## src/rtl/alu_sequencer.sv

```systemverilog
// alu_sequencer: single-issue IDLE/EXEC/WB controller feeding an external ALU from a small register file
module alu_sequencer #(
  parameter int DATA_W = 8,
  parameter int OP_W = 4,
  parameter int NREG = 4,
  parameter int FLAG_W = 3,
  parameter int IW = $clog2(NREG),
  parameter logic [OP_W-1:0] OP_LOADI = 4'hF
) (
  input  logic              clk,
  input  logic              rst,
  input  logic              instr_valid,
  output logic              instr_ready,
  input  logic [OP_W-1:0]   instr_opcode,
  input  logic [IW-1:0]     instr_rd,
  input  logic [IW-1:0]     instr_rs1,
  input  logic [IW-1:0]     instr_rs2,
  input  logic [DATA_W-1:0] instr_addr,
  output logic [OP_W-1:0]   alu_opcode,
  output logic [DATA_W-1:0] alu_operand_A,
  output logic [DATA_W-1:0] alu_operand_B,
  output logic [DATA_W-1:0] alu_memory_address,
  input  logic [DATA_W-1:0] alu_result,
  input  logic [FLAG_W-1:0] alu_flag,
  output logic              wb_valid,
  output logic [IW-1:0]     wb_rd,
  output logic [DATA_W-1:0] wb_data,
  output logic [FLAG_W-1:0] flags,
  output logic              busy
);
  localparam logic [1:0] IDLE = 2'd0, EXEC = 2'd1, WB = 2'd2;
  logic [1:0] state;
  logic [DATA_W-1:0] regs [NREG];
  logic [FLAG_W-1:0] cap_flag;
  always_comb begin
    instr_ready = (state == IDLE) && !rst;
    busy = (state == EXEC) || (state == WB);
  end
  // wb_data doubles as the captured result, so WB writes the register file straight from it
  always_ff @(posedge clk) begin
    if (rst) begin
      state <= IDLE;
      regs <= '{default: '0};
      cap_flag <= '0;
      flags <= '0;
      wb_valid <= 1'b0;
      wb_rd <= '0;
      wb_data <= '0;
      alu_opcode <= '0;
      alu_operand_A <= '0;
      alu_operand_B <= '0;
      alu_memory_address <= '0;
    end else begin
      case (state)
        IDLE: if (instr_valid) begin
          alu_opcode <= instr_opcode;
          alu_operand_A <= regs[instr_rs1];
          alu_operand_B <= regs[instr_rs2];
          alu_memory_address <= instr_addr;
          wb_rd <= instr_rd;
          if (instr_opcode == OP_LOADI) begin
            wb_data <= instr_addr;
            wb_valid <= 1'b1;
            state <= WB;
          end else
            state <= EXEC;
        end
        EXEC: begin
          wb_data <= alu_result;
          cap_flag <= alu_flag;
          wb_valid <= 1'b1;
          state <= WB;
        end
        WB: begin
          regs[wb_rd] <= wb_data;
          if (alu_opcode != OP_LOADI) flags <= cap_flag;
          wb_valid <= 1'b0;
          state <= IDLE;
        end
        default: state <= IDLE;
      endcase
    end
  end
endmodule

```

## config.mk

```make
export PLATFORM = sky130hd
export DESIGN_NAME = alu_sequencer
export DESIGN_NICKNAME = d
export VERILOG_FILES = /design/src/rtl/alu_sequencer.sv
export SDC_FILE = /design/constraint.sdc
export NUM_CORES = 1
export LEC_CHECK = 0
export CAP_MARGIN = 20
export CORE_AREA = 5 5 90 92
export CTS_CLUSTER_DIAMETER = 200
export DETAILED_ROUTE_END_ITERATION = 6
export DIE_AREA = 0 0 95 97
export GPL_ROUTABILITY_DRIVEN = 0
export PLACE_DENSITY = 0.76
export SLEW_MARGIN = 20
export SYNTH_ARGS = -nofsm -noshare
export SYNTH_HDL_FRONTEND = slang
export SYNTH_SLANG_ARGS = --single-unit
```

## constraint.sdc

```tcl
create_clock -name clk -period 2.2 [get_ports clk]
set_clock_uncertainty 0.15 [all_clocks]
set_input_delay 0.44 -clock clk [delete_from_list [all_inputs] [get_ports clk]]
set_output_delay 0.44 -clock clk [all_outputs]
set_load 0.05 [all_outputs]
```

==> results of run 1 <==
## cell type report
class / count / area [sq um] / share of cell area [%]
clock buffers: 11 / 141.4 / 3.095
clock inverters: 4 / 70.07 / 1.534
inverters: 11 / 41.29 / 0.9039
multi-input cells: 237 / 1715 / 37.55
flip-flops and latches: 79 / 1582 / 34.62
well taps: 99 / 123.9 / 2.712
repair buffers: 87 / 894.6 / 19.58
## metal layers
| metal | vias up | routed length [microns] |
|---|---|---|
| met2 | 63 | 4248 |
| met4 | 0 | 197 |
| met5 | - | 0 |
| met1 | 1321 | 3823 |
| li1 | 1361 | - |
| met3 | 17 | 409 |
## registers in the layout, summed over array words and instances (netlist names)
| register | cells |
|---|---|
| alu_memory_address | 8 |
| alu_opcode | 4 |
| wb_data | 8 |
| flags | 3 |
| wb_valid | 1 |
| regs | 32 |
| cap_flag | 3 |
| alu_operand_B | 8 |
| wb_rd | 2 |
| alu_operand_A | 8 |
| state | 2 |
## placed cells by master (no fill, tap or decap), types with 5 or more instances in the layout
cell / n
dfxtp_1: 79
nand2_1: 62
clkdlybuf4s50_1: 62
nor2_1: 36
a21oi_1: 35
mux2i_1: 35
mux4_2: 16
buf_4: 16
a211oi_1: 15
inv_1: 11
clkbuf_8: 10
mux2_1: 9
buf_12: 7
ha_1: 5
## logic make-up (layout without fill, tap and decap cells)
group                    after synthesis  after routing  share of synthesized area, %
AND/OR/NAND/NOR                      113            113                         13.59
flip-flops                            79             79                         45.81
multiplexers                          61             61                         23.92
AO/OA/AOI/OAI                         58             58                         10.37
buffers and inverters                 37            113                         4.494
adder cells (fa/ha/maj)                5              5                         1.812
## cell usage after synthesis (2+ instances only)
| cell type | instances |
|---|---|
| a211oi_1 | 15 |
| a211oi_2 | 2 |
| a21oi_1 | 35 |
| buf_2 | 10 |
| clkbuf_1 | 14 |
| dfxtp_1 | 79 |
| ha_1 | 5 |
| inv_1 | 11 |
| mux2_1 | 9 |
| mux2i_1 | 35 |
| mux4_2 | 16 |
| nand2_1 | 62 |
| nand3_1 | 3 |
| nand3b_1 | 3 |
| nand4_1 | 2 |
| nor2_1 | 36 |
| nor2b_1 | 3 |
| o21ai_0 | 3 |
## per-stage QoR
step	cell area, sq um	total power (W)
final	4568	0.003624
after global routing	4568	0.003786
after detailed placement	4358	0.002502
after floorplan	3452	0.002161
after global placement	4358	0.002485
after CTS	4568	0.003645
## final timing paths
kind	depth (start not counted)	slack (ns)	endpoint
worst max-delay path	1	0.05	alu_opcode[2]
worst min-delay path	2	0.31	alu_operand_A[0]$_SDFFE_PP0P_
worst max register to register	6	0.31	wb_data[5]$_SDFFE_PP0P_
worst min register to register	2	0.31	alu_operand_A[0]$_SDFFE_PP0P_
## power by group through the flow
| stage | Clock (W) | Sequential (W) | Combinational [W] |
|---|---|---|---|
| 3_3_place_gp | 0 | 0.00161 | 0.000873 |
| 5_1_grt | 0.00125 | 0.00160 | 0.000934 |
| 3_5_place_dp | 0 | 0.00162 | 0.000883 |
| 6_report | 0.00115 | 0.00159 | 0.000882 |
| 2_1_floorplan | 0 | 0.00178 | 0.000381 |
| 4_1_cts | 0.00117 | 0.00159 | 0.000885 |
## timing repair
| action | CTS | global route |
|---|---|---|
| resized for setup | 1 | 0 |
| buffers inserted | 0 | 0 |
| endpoints found under the setup margin | 1 | 0 |
==> run metrics, run 1 <==
Final setup viols=0; CP top delay family=buffers and inverters; DRT antenna net count=0; CP endpoint kind=output pin; vias in the first global route=around 2800; CTS Sinks=79; CTS tree=built; global route hottest layer=met2; initial antenna violation count=0; Mapped Area=about 0.0035 sq mm; Wirelength per Cell=16.44 microns; Critical Path AT=about 1.6 ns; Non-Filler Instances=528; via count=2762; largest net degree at the start of global routing=a little over 80; Tcrit/Tclk final=97.61%; Critical R2R Launch=state[1]$_SDFFE_PP0P_; syn_nets=390; min-delay src=alu_operand_A[0]$_SDFFE_PP0P_; post-synthesis register bit count=between 70 and 80; power share of the clock group=31.9%; Net Switching=0.001107 W; layout overhead on the synthesized area=32.33%; worst path required time=around 1.6 ns; crit path kind=register to output pin; startpoint types=register; switch share=30.55%; Worst-Margin Slew=0.5183 ns; final hold viol count=0; DRT Wirelength=8678 microns; P_leak=1.799 nW; CP bufs+invs=1; setup slack at placement=0.1409 ns; Core Box Area=0.007137 sq mm; clk root buf=clkbuf_8; fraction of registers with async set/reset=0%; Max Clk Rate=465.7 MHz; port bufs=75; synth top area cells=dfxtp_1 (46%), mux4_2 (10%), mux2i_1 (10%); HP Class=register to register; Max Slew Vio Count=0; final worst setup slack=about 0.053 ns; DRC viols=0; # H-tree levels=3; Synth Warn #=0; Via density=5.231; P_int=0.002516 W; peak fanout along the critical path=4; number of synthesized flops with an enable pin=0; grt met1 use=25.82%; post-layout util=64.01%; Boundary Pins=76; layout cell share with drive strength beyond 1=13.75%; global-route wire length before repair=14030 microns; met2 Use GR=between 30% and 40%; synth unique cells=28; DIE HEIGHT=~97 microns; Max Cap Viol=0; Seq pwr share=43.8%; Logic pwr share=24.3%; syn_area_per_cell=9.779 sq um; clock latency on the worst-skew pair=0.34 ns; final hold slack=around 0.31 ns; clk buf depth=2; crit-path cells=clkdlybuf4s50_1; nets@finish=462; Ant. Diodes=0; setup TNS=0 ns; GR Util met3=approximately 4.5%; cts bufs inserted=9; CP Launch Point=alu_opcode[2]$_SDFFE_PP0P_; dpl hpwl=6081 microns; main flop type after synthesis=dfxtp_1; Largest stage delay, worst path=slightly above 0.8 ns; row cnt=31; RSZ-0062 raised after global routing=false; peak supply drop=about 0.30 mV; Die Width=95 microns; leading area contributor after synthesis=dfxtp_1; Synth top area share=45.81%; PD cells=793.2 mW/mm^2; Total GRT Usage=19.47%; Clock transition at path regs=around 0.080 ns; Initial Util=around half; sequential share of the synthesized area=45.81%; Placed Instances=~510; Filler cells=roughly 600; detailed router's first-iteration violation count=about 170; status=completed; headroom to the max-slew limit=64.77%; CP max stage cell=clkdlybuf4s50_1; Die Area=0.009215 sq mm; total gr overflow=0; cts hold-fix bufs=0; crit path time final=2.147 ns; 1st-pass router iterations=4; Synth Instances=353
(Power assumes the default switching activity.)
==> run 2, diff against run 1 <==
--- a/config.mk
+++ b/config.mk
@@ -8,6 +8,7 @@
 export CAP_MARGIN = 20
 export CORE_AREA = 5 5 90 92
 export CTS_CLUSTER_DIAMETER = 200
+export CTS_CLUSTER_SIZE = 24
 export DETAILED_ROUTE_END_ITERATION = 6
 export DIE_AREA = 0 0 95 97
 export GPL_ROUTABILITY_DRIVEN = 0
==> results of run 2 <==
The final DEF is identical to that of run 1; final timing and power are the same.
==> run 3, diff against run 2 <==
--- a/config.mk
+++ b/config.mk
@@ -5,7 +5,6 @@
 export SDC_FILE = /design/constraint.sdc
 export NUM_CORES = 1
 export LEC_CHECK = 0
-export CAP_MARGIN = 20
 export CORE_AREA = 5 5 90 92
 export CTS_CLUSTER_DIAMETER = 200
 export CTS_CLUSTER_SIZE = 24
==> results of run 3 <==
The final DEF is identical to that of run 1; final timing and power are the same.
